[config.mk]
export PLATFORM = sky130hd
export DESIGN_NAME = mtm_alu_pkt_tx_flat
export DESIGN_NICKNAME = d
export VERILOG_FILES = /design/src/rtl/mtm_alu_pkt_tx_if.sv /design/src/rtl/mtm_alu_pkt_tx.sv /design/src/flat_wrapper.sv
export SDC_FILE = /design/constraint.sdc
export NUM_CORES = 1
export LEC_CHECK = 0
export CAP_MARGIN = 20
export CORE_ASPECT_RATIO = 1.4
export CORE_MARGIN = 8
export CORE_UTILIZATION = 40
export DETAILED_ROUTE_END_ITERATION = 10
export DONT_BUFFER_PORTS = 1
export HOLD_SLACK_MARGIN = 0.03
export PLACE_DENSITY = 0.57
export SETUP_SLACK_MARGIN = 0.3
export SLEW_MARGIN = 20
export SYNTH_ARGS = -nofsm -noshare
export SYNTH_HDL_FRONTEND = slang
export SYNTH_SLANG_ARGS = --single-unit
export TNS_END_PERCENT = 10
[constraint.sdc]
create_clock -name clk -period 4.2 [get_ports clk]
set_clock_uncertainty 0.1 [all_clocks]
set_input_delay 0.42 -clock clk [delete_from_list [all_inputs] [get_ports clk]]
set_output_delay 0.42 -clock clk [all_outputs]
set_load 0.01 [all_outputs]
[src/rtl/mtm_alu_pkt_tx_if.sv]
`default_nettype none
// ============================================================================
//  Module      : mtm_alu_pkt_tx_if
//  Description : Word-level valid/ready handshake feeding the mtm_alu packet
//                transmitter. The source drives valid/data/last and the
//                transmitter answers with ready.
//  Revision    : 1.0 - initial release
// ============================================================================
interface mtm_alu_pkt_tx_if #(
    parameter int DATA_W = 8
);
    logic              in_valid;
    logic              in_ready;
    logic [DATA_W-1:0] in_data;
    logic              in_last;

    // Word source side (host / stimulus)
    modport master (
        output in_valid,
        output in_data,
        output in_last,
        input  in_ready
    );

    // Transmitter side
    modport slave (
        input  in_valid,
        input  in_data,
        input  in_last,
        output in_ready
    );
endinterface
`default_nettype wire

[src/rtl/mtm_alu_pkt_tx.sv]
`default_nettype none
// ============================================================================
//  Module      : mtm_alu_pkt_tx
//  Description : Serial packet transmitter for the mtm_alu sin pin. Buffers
//                {last,data} words in a FIFO and sends each one as a frame:
//                start 0, type bit, DATA_W bits MSB first, stop 1, followed
//                by GAP_CYCLES idle bits. A command frame is followed by
//                PKT_GAP idle bits and a one-cycle pkt_done pulse.
//  Revision    : 1.0 - initial release
// ============================================================================
module mtm_alu_pkt_tx #(
    parameter int DATA_W     = 8,
    parameter int FIFO_DEPTH = 8,
    parameter int GAP_CYCLES = 2,
    parameter int PKT_GAP    = 50
) (
    input  wire logic       clk,
    input  wire logic       reset_n,
    mtm_alu_pkt_tx_if.slave s_in,
    output logic            sout,
    output logic            busy,
    output logic            pkt_done
);
    localparam int c_AW   = (FIFO_DEPTH > 1) ? $clog2(FIFO_DEPTH) : 1;
    localparam int c_GMAX = (GAP_CYCLES > PKT_GAP) ? GAP_CYCLES : PKT_GAP;
    localparam int c_GW   = (c_GMAX > 0) ? $clog2(c_GMAX + 1) : 1;
    localparam int c_BW   = (DATA_W > 1) ? $clog2(DATA_W) : 1;

    localparam logic [c_AW:0]   c_FULL    = (c_AW + 1)'(FIFO_DEPTH);
    localparam logic [c_GW-1:0] c_GAP_LD  = c_GW'((GAP_CYCLES > 0) ? GAP_CYCLES - 1 : 0);
    localparam logic [c_GW-1:0] c_PGAP_LD = c_GW'((PKT_GAP > 0) ? PKT_GAP - 1 : 0);
    localparam logic [c_BW-1:0] c_BIT_LD  = c_BW'(DATA_W - 1);

    typedef enum logic [2:0] {
        S_IDLE  = 3'd0,
        S_START = 3'd1,
        S_TYPE  = 3'd2,
        S_DATA  = 3'd3,
        S_STOP  = 3'd4,
        S_GAP   = 3'd5,
        S_PGAP  = 3'd6
    } state_t;

    // FIFO storage and control
    logic [DATA_W:0]   r_mem [FIFO_DEPTH];
    logic [c_AW-1:0]   r_wr_ptr;
    logic [c_AW-1:0]   r_rd_ptr;
    logic [c_AW:0]     r_count;
    logic              w_full;
    logic              w_empty;
    logic              w_push;
    logic              w_pop;

    // Frame engine
    state_t            r_state;
    state_t            w_state_nxt;
    logic [DATA_W-1:0] r_shift;
    logic              r_is_cmd;
    logic [c_BW-1:0]   r_bitcnt;
    logic [c_BW-1:0]   w_bitcnt_nxt;
    logic [c_GW-1:0]   r_gapcnt;
    logic [c_GW-1:0]   w_gapcnt_nxt;
    logic              w_line;
    logic              w_done_evt;
    logic              w_frame_end;
    logic              r_sout;
    logic              r_done_d;
    logic              r_pkt_done;

    assign w_full         = (r_count == c_FULL);
    assign w_empty        = (r_count == '0);
    assign w_push         = s_in.in_valid && !w_full;
    assign s_in.in_ready  = !w_full;

    assign sout     = r_sout;
    assign pkt_done = r_pkt_done;
    assign busy     = (r_state != S_IDLE) || !w_empty;

    // FIFO payload write; contents need no reset because the pointers are cleared
    always_ff @(posedge clk) begin
        if (w_push) begin
            r_mem[r_wr_ptr] <= {s_in.in_last, s_in.in_data};
        end
    end

    // FIFO pointers and occupancy; simultaneous push and pop leave the count unchanged
    always_ff @(posedge clk or negedge reset_n) begin
        if (!reset_n) begin
            r_wr_ptr <= '0;
            r_rd_ptr <= '0;
            r_count  <= '0;
        end else begin
            if (w_push) r_wr_ptr <= r_wr_ptr + c_AW'(1);
            if (w_pop)  r_rd_ptr <= r_rd_ptr + c_AW'(1);
            case ({w_push, w_pop})
                2'b10:   r_count <= r_count + (c_AW + 1)'(1);
                2'b01:   r_count <= r_count - (c_AW + 1)'(1);
                default: r_count <= r_count;
            endcase
        end
    end

    // Next-state, line bit and counter updates; frame_end resolves where a frame goes after its gap
    always_comb begin
        w_state_nxt  = r_state;
        w_pop        = 1'b0;
        w_bitcnt_nxt = r_bitcnt;
        w_gapcnt_nxt = r_gapcnt;
        w_line       = 1'b1;
        w_done_evt   = 1'b0;
        w_frame_end  = 1'b0;
        case (r_state)
            S_IDLE: begin
                if (!w_empty) begin
                    w_state_nxt = S_START;
                    w_pop       = 1'b1;
                end
            end
            S_START: begin
                w_line      = 1'b0;
                w_state_nxt = S_TYPE;
            end
            S_TYPE: begin
                w_line       = r_is_cmd;
                w_state_nxt  = S_DATA;
                w_bitcnt_nxt = c_BIT_LD;
            end
            S_DATA: begin
                w_line = r_shift[DATA_W-1];
                if (r_bitcnt == '0) begin
                    w_state_nxt = S_STOP;
                end else begin
                    w_bitcnt_nxt = r_bitcnt - c_BW'(1);
                end
            end
            S_STOP: begin
                if (GAP_CYCLES > 0) begin
                    w_state_nxt  = S_GAP;
                    w_gapcnt_nxt = c_GAP_LD;
                end else begin
                    w_frame_end = 1'b1;
                end
            end
            S_GAP: begin
                if (r_gapcnt == '0) begin
                    w_frame_end = 1'b1;
                end else begin
                    w_gapcnt_nxt = r_gapcnt - c_GW'(1);
                end
            end
            S_PGAP: begin
                if (r_gapcnt == '0) begin
                    w_state_nxt = S_IDLE;
                    w_done_evt  = 1'b1;
                end else begin
                    w_gapcnt_nxt = r_gapcnt - c_GW'(1);
                end
            end
            default: w_state_nxt = S_IDLE;
        endcase

        if (w_frame_end) begin
            if (r_is_cmd) begin
                if (PKT_GAP > 0) begin
                    w_state_nxt  = S_PGAP;
                    w_gapcnt_nxt = c_PGAP_LD;
                end else begin
                    w_state_nxt = S_IDLE;
                    w_done_evt  = 1'b1;
                end
            end else if (!w_empty) begin
                w_state_nxt = S_START;
                w_pop       = 1'b1;
            end else begin
                w_state_nxt = S_IDLE;
            end
        end
    end

    // State, shift register and registered line; pkt_done is delayed to follow the last idle bit on sout
    always_ff @(posedge clk or negedge reset_n) begin
        if (!reset_n) begin
            r_state    <= S_IDLE;
            r_shift    <= '0;
            r_is_cmd   <= 1'b0;
            r_bitcnt   <= '0;
            r_gapcnt   <= '0;
            r_sout     <= 1'b1;
            r_done_d   <= 1'b0;
            r_pkt_done <= 1'b0;
        end else begin
            r_state    <= w_state_nxt;
            r_bitcnt   <= w_bitcnt_nxt;
            r_gapcnt   <= w_gapcnt_nxt;
            r_sout     <= w_line;
            r_done_d   <= w_done_evt;
            r_pkt_done <= r_done_d;
            if (w_pop) begin
                {r_is_cmd, r_shift} <= r_mem[r_rd_ptr];
            end else if (r_state == S_DATA) begin
                r_shift <= r_shift << 1;
            end
        end
    end
endmodule
`default_nettype wire

[src/flat_wrapper.sv]
// flat-port wrapper written by rule: the top's interface ports become plain ports
module mtm_alu_pkt_tx_flat 
#(
    parameter int DATA_W     = 8,
    parameter int FIFO_DEPTH = 8,
    parameter int GAP_CYCLES = 2,
    parameter int PKT_GAP    = 50
)
  (clk, reset_n, sout, busy, pkt_done, s_in_in_valid, s_in_in_data, s_in_in_last, s_in_in_ready);
  mtm_alu_pkt_tx_if #(.DATA_W(DATA_W)) s_in_i ();
  input  wire logic clk;
  input  wire logic reset_n;
  output logic sout;
  output logic busy;
  output logic pkt_done;
  input wire logic [$bits(s_in_i.in_valid)-1:0] s_in_in_valid;
  input wire logic [$bits(s_in_i.in_data)-1:0] s_in_in_data;
  input wire logic [$bits(s_in_i.in_last)-1:0] s_in_in_last;
  output wire logic [$bits(s_in_i.in_ready)-1:0] s_in_in_ready;
  assign s_in_i.in_valid = s_in_in_valid;
  assign s_in_i.in_data = s_in_in_data;
  assign s_in_i.in_last = s_in_in_last;
  assign s_in_in_ready = s_in_i.in_ready;
  mtm_alu_pkt_tx #(.DATA_W(DATA_W), .FIFO_DEPTH(FIFO_DEPTH), .GAP_CYCLES(GAP_CYCLES), .PKT_GAP(PKT_GAP)) u_core (.clk(clk), .reset_n(reset_n), .s_in(s_in_i), .sout(sout), .busy(busy), .pkt_done(pkt_done));
endmodule
=== Word level (Yosys, flattened, before mapping) ===
Memories as Yosys holds them, arrays and structs flattened.
Index checks and enable logic that the tools add are counted.

* Register bits after elaboration: 34
* RAM bits: 72
* Input port bits: 12
* Output and inout bits: 4
* Word-level logic and storage cells: 74
* Memories kept: 1

* Add/subtract/negate cells: 6
* Eq/ne operators: 14
* Mux-type cells: 27
* Reductions and logical operators: 15

{| class="wikitable"
|+ Memories
! name !! words !! width !! rd ports !! clocked after Yosys merged registers in !! wr ports !! line !! RTL
|-
| u_core.r_mem || 8 || 9 || 1 || 0 || 1 || mtm_alu_pkt_tx.sv:45 || <nowiki>logic [DATA_W:0] r_mem [FIFO_DEPTH];</nowiki>
|}

{| class="wikitable"
|+ Operator list
! operator !! count
|-
| case mux 3 bit (7 select lines) || 1
|-
| 2-to-1 mux 3 bit || 6
|-
| 2-to-1 mux 6 bit || 3
|-
| 2-to-1 mux 8 bit || 2
|-
| case mux 6 bit (2 select lines) || 1
|-
| 2-to-1 mux 1 bit || 11
|-
| == test 3 bit (second input constant) || 3
|-
| case mux 4 bit (2 select lines) || 1
|-
| adder 3 x 1 -> 3 bit (second input constant) || 2
|-
| == test 3 x 2 -> 1 bit (second input constant) || 2
|-
| logical NOT 3 bit || 2
|-
| logical NOT 6 bit || 1
|-
| inequality test 3 x 1 -> 1 bit (second input constant) || 2
|-
| case mux 3 bit (2 select lines) || 1
|-
| nonzero test 2 bit || 3
|-
| subtractor 6 x 1 -> 6 bit (second input constant) || 1
|-
| adder 4 x 1 -> 4 bit (second input constant) || 1
|-
| == test 4 bit (second input constant) || 1
|-
| logical NOT 4 bit || 1
|-
| AND reduction 4 bit || 1
|-
| subtractor 4 x 1 -> 4 bit (second input constant) || 1
|-
| == test 3 x 1 -> 1 bit (second input constant) || 1
|-
| inequality test 3 bit (second input constant) || 1
|-
| case mux 1 bit (3 select lines) || 1
|-
| other kinds (11) || 12
|}

=== Longest topological paths before layout ===
Gate-level depths: netlist of the first run.

* Word-level depth: 8
* Mapped depth: 13
* Depth with buffers taken out: 12

=== Worst setup path before layout of the first run ===
Ideal clock, no wire load.

* Path type: reg-to-reg
* Start point: reg u_core.r_gapcnt[1]
* End point: reg u_core.r_count[2]
* Setup time: 0.130 ns
* Data arrival time: 2.687 ns
* Data required time: 3.970 ns
* Slack: 1.282 ns
* Stages on the path, launching flop included: 14
* Path buffers: 1
* Period minus slack after synthesis: 2.918 ns
* Cell sequence: dfrtp_1 -> inv_1 -> ha_1 -> or4b_4 -> o32a_1 -> buf_6 -> nor2_8 -> ha_1 -> xor2_1 -> ha_1 -> a21oi_1 -> xor2_1 -> nor2_1 -> xor2_1

* Longest elaborated chain between the ends: 6
* Elaborated cells on any way between the ends: 8
* Classes of those cells: eq/ne (2); mux (4); reduce/logical (2)

{| class="wikitable"
|+ RTL lines
! element !! line !! RTL
|-
| from (decl) || mtm_alu_pkt_tx.sv:61 || <nowiki>logic [c_GW-1:0] r_gapcnt;</nowiki>
|-
| from (signal assigned) || mtm_alu_pkt_tx.sv:194 || <nowiki>r_gapcnt <= w_gapcnt_nxt;</nowiki>
|-
| logical NOT 6 bit (*) || mtm_alu_pkt_tx.sv:145 || <nowiki>if (r_gapcnt == '0) begin</nowiki>
|-
| 2-to-1 mux 1 bit (*) || mtm_alu_pkt_tx.sv:145 ||
|-
| 2-to-1 mux 1 bit (*) || - ||
|-
| 2-to-1 mux 1 bit (*) || mtm_alu_pkt_tx.sv:162 || <nowiki>if (w_frame_end) begin</nowiki>
|-
| == test 2 x 1 -> 1 bit / == test 2 bit (equally long branches) || mtm_alu_pkt_tx.sv:95 || <nowiki>case ({w_push, w_pop})</nowiki>
|-
| case mux 4 bit (2 select lines) / nonzero test 2 bit (equally long branches) || - ||
|-
| to (signal assigned) || mtm_alu_pkt_tx.sv:96 || <nowiki>2'b10: r_count <= r_count + (c_AW + 1)'(1);</nowiki>
|-
| to (signal assigned) || mtm_alu_pkt_tx.sv:97 || <nowiki>2'b01: r_count <= r_count - (c_AW + 1)'(1);</nowiki>
|-
| to (signal assigned) || mtm_alu_pkt_tx.sv:98 || <nowiki>default: r_count <= r_count;</nowiki>
|-
| to (decl) || mtm_alu_pkt_tx.sv:48 || <nowiki>logic [c_AW:0] r_count;</nowiki>
|}

Every way passes the cells marked *; elsewhere a longest branch is shown, timed or not.
A chain may end at the register's enable or synchronous reset.

=== Worst setup path in the final report of the first run ===
Same ends and word-level chain as after synthesis.

==> results of run 1 <==
report_power, final:
group | total (W) | internal [W] | leakage (nW) | switching (W)
Clock | 0.000927 | 0.000535 | 0.164 | 0.000392
Sequential | 0.00163 | 0.00133 | 1.06 | 0.000299
Combinational | 0.000929 | 0.000498 | 0.692 | 0.000431
cell usage after synthesis (2+ instances only):
cell type	count
sky130_fd_sc_hd__nand3b_1	2
sky130_fd_sc_hd__ha_1	8
sky130_fd_sc_hd__nor2b_1	2
sky130_fd_sc_hd__mux4_2	18
sky130_fd_sc_hd__nor4_1	5
sky130_fd_sc_hd__nand3_1	4
sky130_fd_sc_hd__mux2_2	10
sky130_fd_sc_hd__clkbuf_1	14
sky130_fd_sc_hd__a21oi_1	10
sky130_fd_sc_hd__nor3_1	15
sky130_fd_sc_hd__dfrtp_1	33
sky130_fd_sc_hd__edfxtp_1	72
sky130_fd_sc_hd__o31ai_1	3
sky130_fd_sc_hd__xnor2_1	3
sky130_fd_sc_hd__o21ai_0	21
sky130_fd_sc_hd__a221o_1	7
sky130_fd_sc_hd__xor2_1	7
sky130_fd_sc_hd__nand2b_1	5
sky130_fd_sc_hd__mux2i_1	9
sky130_fd_sc_hd__nand2_2	2
sky130_fd_sc_hd__buf_6	2
sky130_fd_sc_hd__a22o_1	2
sky130_fd_sc_hd__buf_1	2
sky130_fd_sc_hd__a31oi_1	3
sky130_fd_sc_hd__nor3b_1	4
sky130_fd_sc_hd__nand2_1	19
sky130_fd_sc_hd__o211ai_1	2
sky130_fd_sc_hd__buf_2	2
sky130_fd_sc_hd__inv_1	10
sky130_fd_sc_hd__nor2_1	8
how the worst min path moves through the flow:
stage | from | to | slack [ns]
after floorplan | reset_n | u_core.pkt_done | 0.02
after detailed placement | reset_n | u_core.pkt_done | 0.03
after global placement | reset_n | u_core.pkt_done | 0.03
after global routing | s_in_in_data[4] | u_core.r_mem[6][4] | 0.05
after CTS | s_in_in_data[4] | u_core.r_mem[7][4] | 0.05
final | s_in_in_data[4] | u_core.r_mem[6][4] | 0.07
per-stage QoR:
stage / instances / area (µm²) / hold WS [ns] / utilization, % / total power [W]
2_1_floorplan: 327 / 4790 / 0.0244 / - / 0.00235
3_3_place_gp: 462 / 4950 / 0.0258 / 42.1 / 0.00256
3_5_place_dp: 462 / 4950 / 0.0261 / 42.1 / 0.00260
4_1_cts: 480 / 5320 / 0.0522 / 45.2 / 0.00354
5_1_grt: 480 / 5320 / 0.0504 / 45.2 / 0.00369
6_report: 480 / 5320 / 0.0665 / 45.2 / 0.00349
layout make-up:
class                      count  area [µm²]  area share (%)
tap                          147         184            3.46
clock buffer                   9         225            4.24
timing repair buffer          10        90.1            1.69
sequential                   106        3010            56.7
clock inverter                 7         109            2.05
multi-input combinational    191        1660            31.2
inverter                      10        37.5           0.706
cells by family after synthesis:
family | Yosys count | share of synthesized area [%]
buffers and inverters | 30 | 2.72
muxes | 38 | 12.9
adders and majority gates | 9 | 2.30
and+or+nand+nor | 74 | 8.62
AOI/OAI and AO/OA | 60 | 8.67
xor gates and xnor gates | 10 | 1.83
DFF | 106 | 62.9
per-layer routing:
layer,up-vias,share of wire [%],track usage (%)
met1,1363,42,14.2
li1,1264,-,-
met5,-,0,0
met3,10,3.9,2.57
met4,0,1.6,4.60
met2,43,52,20.1
flip-flops by register name, summed over array words and instances (netlist names):
register / flops
u_core.r_done_d: 1
u_core.r_count: 4
u_core.r_wr_ptr: 3
u_core.r_state: 3
u_core.r_rd_ptr: 3
u_core.r_mem: 72
u_core.r_bitcnt: 3
u_core.r_gapcnt: 6
u_core.sout: 1
u_core.r_shift: 8
u_core.r_is_cmd: 1
u_core.pkt_done: 1
worst max-delay path: stages (launching register included):
cell and delay, ns:
sky130_fd_sc_hd__dfrtp_1 0.38, sky130_fd_sc_hd__inv_1 0.10, sky130_fd_sc_hd__ha_1 0.20, sky130_fd_sc_hd__or4b_4 0.57, sky130_fd_sc_hd__o32a_1 0.54, sky130_fd_sc_hd__nor2_8 0.20, sky130_fd_sc_hd__ha_1 0.30, sky130_fd_sc_hd__xor2_1 0.10
sky130_fd_sc_hd__ha_1 0.18, sky130_fd_sc_hd__a21oi_1 0.14, sky130_fd_sc_hd__xor2_1 0.15, sky130_fd_sc_hd__nor2_1 0.06, sky130_fd_sc_hd__xor2_1 0.14
==> impl_metrics.toml, run 1 <==
[setup_path]
setup.worst_path.end_class = "flop"
critical_path.reg2reg.startpoint = "u_core.r_gapcnt[1]"
critical_path_required_ns = 4.33
cp-endpoint = "u_core.r_count[2]"
worstRegToRegCells = 12
cp_data_arrival_time_ns = 3.41
timing.setup.critical_path_class = "flop to flop"
setup.worst_path.start_class = "flop"
crit_path_max_fanout = 12
reg2reg_to = "u_core.r_count[2]"
startpoint = "u_core.r_gapcnt[1]"
rrSetupSlack_ns = 0.92

[global_route]
number_of_antenna_violations_at_the_first_check_in_global_routing = 0
grt_util_all_layers_pct = 11.9
wire_length_of_the_first_global_routing_pass_mm = 14.5
globalRoute.totalOverflow = 0
grt_start_max_net_pins = 35
first_global_vias = 2678

[timing]
timing_max_transition_violations_final = 0
rsz0062_at_grt = "false"
achievable-frequency_ghz = 0.305
postLayoutSetupSlackWorst_ns = 0.918
timing.final.crit_share_pct = 78.1
timing.setup.tns_ns = 0
tightestPinTransition_ns = 1.07
timing.final.setup_violations = 0
timing.max_slew.rel_slack_pct = 28.2
finalWorstPathRequiredPeriod_ns = 3.28
final-hold-violation-count = 0

[detailed_routing]
via_per_inst = 5.58
drt-wirelength-per-cell_um = 18.7
firstDrtPassIters = 4
dr.first_iter.drc_count = 141
detail_route.drc_violations = 0
vias = 2680
antenna_left = 0
route.final.wire_length_mm = 8.96

[floorplanning]
boundaryPins = 16
rows = 47
die_area_um2 = 15800
dieHeight_um = 145
die_width_um = 108
initial_utilization_pct = 40.7
placeableCoreArea_um2 = 11800

[logic_synthesis]
synth_area_leaders = "sky130_fd_sc_hd__edfxtp_1 45%, sky130_fd_sc_hd__dfrtp_1 17%, sky130_fd_sc_hd__mux4_2 8.5%, sky130_fd_sc_hd__mux2_2 2.4%, sky130_fd_sc_hd__o21ai_0 2.2%"
post_synth_edffs = 72
synth_top_cell_by_area = "sky130_fd_sc_hd__edfxtp_1"
post_synth_num_cell_types = 53
yosysWarningCount = 0
part_of_the_yosys_area_used_for_sequential_elements_pct = 62.9
synth_nets = 347
async_flop_share_pct = 32.1
most_instantiated_flip_flop_cell_in_the_synthesis_netlist = "sky130_fd_sc_hd__edfxtp_1"
synth.ff_latch_count = 106
yosysTopAreaCellShare_pct = 45.1
syn-mean-instance-area_um2 = 14.6
postSynthCellCount = 327
synth_area_um2 = 4790

[placement]
place_worst_setup_slack_ns = 0.921
gp_congestion = 0.732
numPortBuffers = 0
dp_hpwl_mm = 5.80

[cts]
post-cts-setup-buffer-count = 0
post_cts_resize_count = 0
tritoncts = "yes"
max-clock-path-buffers = 2
clock_insertion_delay_worst_skew_ns = 0.34
worst_setup_hold_path_clk_slew_ns = 0.08
cts_root_buffer = "sky130_fd_sc_hd__clkbuf_16"
hold_buffers = 2
cts_made_buffers = 9
tritoncts_num_sinks = 106
htree_levels = 3

[job]
drv.max_cap_violation_count = 0

[cells_and_area]
commonest_cells_after_routing_fill_and_taps_aside = "72 x sky130_fd_sc_hd__edfxtp_1, 33 x sky130_fd_sc_hd__dfrtp_1, 21 x sky130_fd_sc_hd__o21ai_0"
antenna_cells = 0
area_growth_syn_to_layout_pct = 11.0
fraction_of_final_layout_cells_sized_beyond_drive_strength_1_pct = 19.5
final_net_count = 348
layout.cells.most_common = "sky130_fd_sc_hd__edfxtp_1"
n_fill_cell = 1039

[min_path]
hold-path-cell-count = 0
holdCritPathClass = "input pin to flop"

[pwr]
vdd.ir_drop.worst_mv = 0.315
leakagePower_nw = 1.92
p_per_area_nw_per_um2 = 656

[status]
outcome = "completed"
No activity file was read; power rests on OpenSTA's default activity.
==> inputs of run 2 (changes only) <==
Clock period 4.2 ns to 3.4 ns, I/O delays scaled along.
==> impl_metrics.toml, run 2 (synthesis results as in run 1) <==
[timing]
final-hold-violation-count = 0
timing_max_transition_violations_final = 0
finalWorstPathRequiredPeriod_ns = 2.90
timing.setup.tns_ns = 0
timing.final.crit_share_pct = 85.3
hold_ws_ns = 0.253
timing.max_slew.rel_slack_pct = 42.4
tightestPinTransition_ns = 0.864
rsz0062_at_grt = "false"
timing.final.setup_violations = 0
achievable-frequency_ghz = 0.345

[pwr]
p_per_area_nw_per_um2 = 780
cell_internal_pwr_w = 0.00282
vdd.ir_drop.worst_mv = 0.405
switchingPower_w = 0.00143
leakagePower_nw = 1.98
clockPowerShare_pct = 24.3
share_comb_of_total_power_pct = 30.7
power.switching_fraction_pct = 33.6
p_seq_share_pct = 44.9

[detailed_routing]
dr.first_iter.drc_count = 90
vias = 2705
firstDrtPassIters = 4
detail_route.drc_violations = 0
antenna_left = 0
route.final.wire_length_mm = 9.18
via_per_inst = 5.45
drt-wirelength-per-cell_um = 18.5

[cells_and_area]
largest_register_by_flop_count = "u_core.r_mem"
multi_input_area_um2 = 1680
largest_reg_flops = 72
antenna_cells = 0
commonest_cells_after_routing_fill_and_taps_aside = "72 x sky130_fd_sc_hd__edfxtp_1, 33 x sky130_fd_sc_hd__dfrtp_1, 21 x sky130_fd_sc_hd__o21ai_0"
finish.cell_count_without_fillers = 496
fraction_of_final_layout_cells_sized_beyond_drive_strength_1_pct = 21.2
fin_util_pct = 46.3
area_growth_syn_to_layout_pct = 13.7
reg.largest.list = "u_core.r_mem: 72 flops, u_core.r_shift: 8 flops, u_core.r_gapcnt: 6 flops"
final_net_count = 364
postLayoutCellArea_um2 = 5440
layout.area.seq_um2 = 3010
n_fill_cell = 1038
layout.cells.most_common = "sky130_fd_sc_hd__edfxtp_1"

[setup_path]
critical_path_required_ns = 3.52
cp-endpoint = "u_core.r_count[2]"
crit_path_max_fanout = 9
cp_num_cells = 12
critPathSlowestCell = "sky130_fd_sc_hd__or4b_4"
setup.worst_path.end_class = "flop"
worstRegToRegCells = 12
critical_path.reg2reg.startpoint = "u_core.r_gapcnt[1]"
worst-path-buf-inv = 1
rrSetupSlack_ns = 0.50
reg2reg_to = "u_core.r_count[2]"
timing.setup.critical_path_class = "flop to flop"
startpoint = "u_core.r_gapcnt[1]"
crit_chain = "inv_1 -> ha_1 -> or4b_4 -> o32a_4 -> nor2_8 -> ha_1 -> xor2_1 -> ha_1 -> a21oi_1 -> xor2_1 -> nor2_1 -> xor2_1"
setup.worst_path.start_class = "flop"
cp_slowest_stage_delay_ns = 0.49
cp_data_arrival_time_ns = 3.02
critical-path-top-delay-family = "simple AND/OR/NAND/NOR gates"

[floorplanning]
rows = 47
initial_utilization_pct = 40.7
dieHeight_um = 145
boundaryPins = 16
die_width_um = 108
die_area_um2 = 15800
placeableCoreArea_um2 = 11800

[global_route]
globalRoute.totalOverflow = 0
grt_util_all_layers_pct = 12.2
wire_length_of_the_first_global_routing_pass_mm = 14.7
number_of_antenna_violations_at_the_first_check_in_global_routing = 0
first_global_vias = 2822
grt_start_max_net_pins = 35

[cts]
htree_levels = 3
clock_insertion_delay_worst_skew_ns = 0.34
cts_root_buffer = "sky130_fd_sc_hd__clkbuf_16"
worst_setup_hold_path_clk_slew_ns = 0.07
tritoncts_num_sinks = 106
cts_made_buffers = 9
max-clock-path-buffers = 2
post-cts-setup-buffer-count = 0
tritoncts = "yes"

[placement]
dp_hpwl_mm = 5.93
numPortBuffers = 0
gp_congestion = 0.781
place_inst = 469
placed_area_um2 = 5010

[status]
outcome = "completed"

[job]
drv.max_cap_violation_count = 0

[min_path]
holdCritPathClass = "flop to flop"
hold-path-cell-count = 0
-- run 2: power by group through the flow --
stage	clock [W]	combinational [W]	sequential [W]
5_1_grt	0.00110	0.00144	0.00195
2_1_floorplan	0	0.00112	0.00178
4_1_cts	0.00106	0.00132	0.00191
3_3_place_gp	0	0.00126	0.00193
3_5_place_dp	0	0.00128	0.00194
6_report	0.00103	0.00131	0.00191
-- run 2: how the worst min path moves through the flow --
stage	start	slack, ns	endpoint
finish	u_core.r_done_d	0.25	u_core.pkt_done
global route	u_core.r_done_d	0.26	u_core.pkt_done
CTS	u_core.r_done_d	0.26	u_core.pkt_done
global placement	reset_n	-0.05	u_core.pkt_done
detailed placement	reset_n	-0.05	u_core.pkt_done
floorplan	reset_n	-0.06	u_core.pkt_done
-- run 2: area by class of cell --
class | count | share of cell area (%)
clock buffers | 9 | 4.14
clock inverters | 7 | 1.38
inverters | 10 | 0.689
multi-input cells | 191 | 30.8
flip-flops and latches | 106 | 55.4
well taps | 147 | 3.38
repair buffers | 26 | 4.27
-- run 2: per-stage QoR --
stage | total power [W] | setup WS [ns]
after floorplan | 0.00290 | 0.482
after global placement | 0.00319 | 0.383
after CTS | 0.00429 | 0.312
final | 0.00425 | 0.501
after detailed placement | 0.00322 | 0.315
after global routing | 0.00449 | 0.297
-- run 2: timing repair --
action	in CTS	in global routing
setup endpoints to repair	0	3
gates resized for setup	0	3
hold buffers	11	0
hold endpoints to repair	106	0
-- run 2: routing by layer --
layer / wire length, µm / GRT usage (%) / share of wire (%) / up-vias
met5: 0 / 0 / 0 / -
met4: 147 / 5.77 / 1.6 / 0
met3: 223 / 2.13 / 2.4 / 10
met2: 4920 / 21.5 / 54 / 26
met1: 3890 / 13.6 / 42 / 1369
li1: - / - / - / 1300
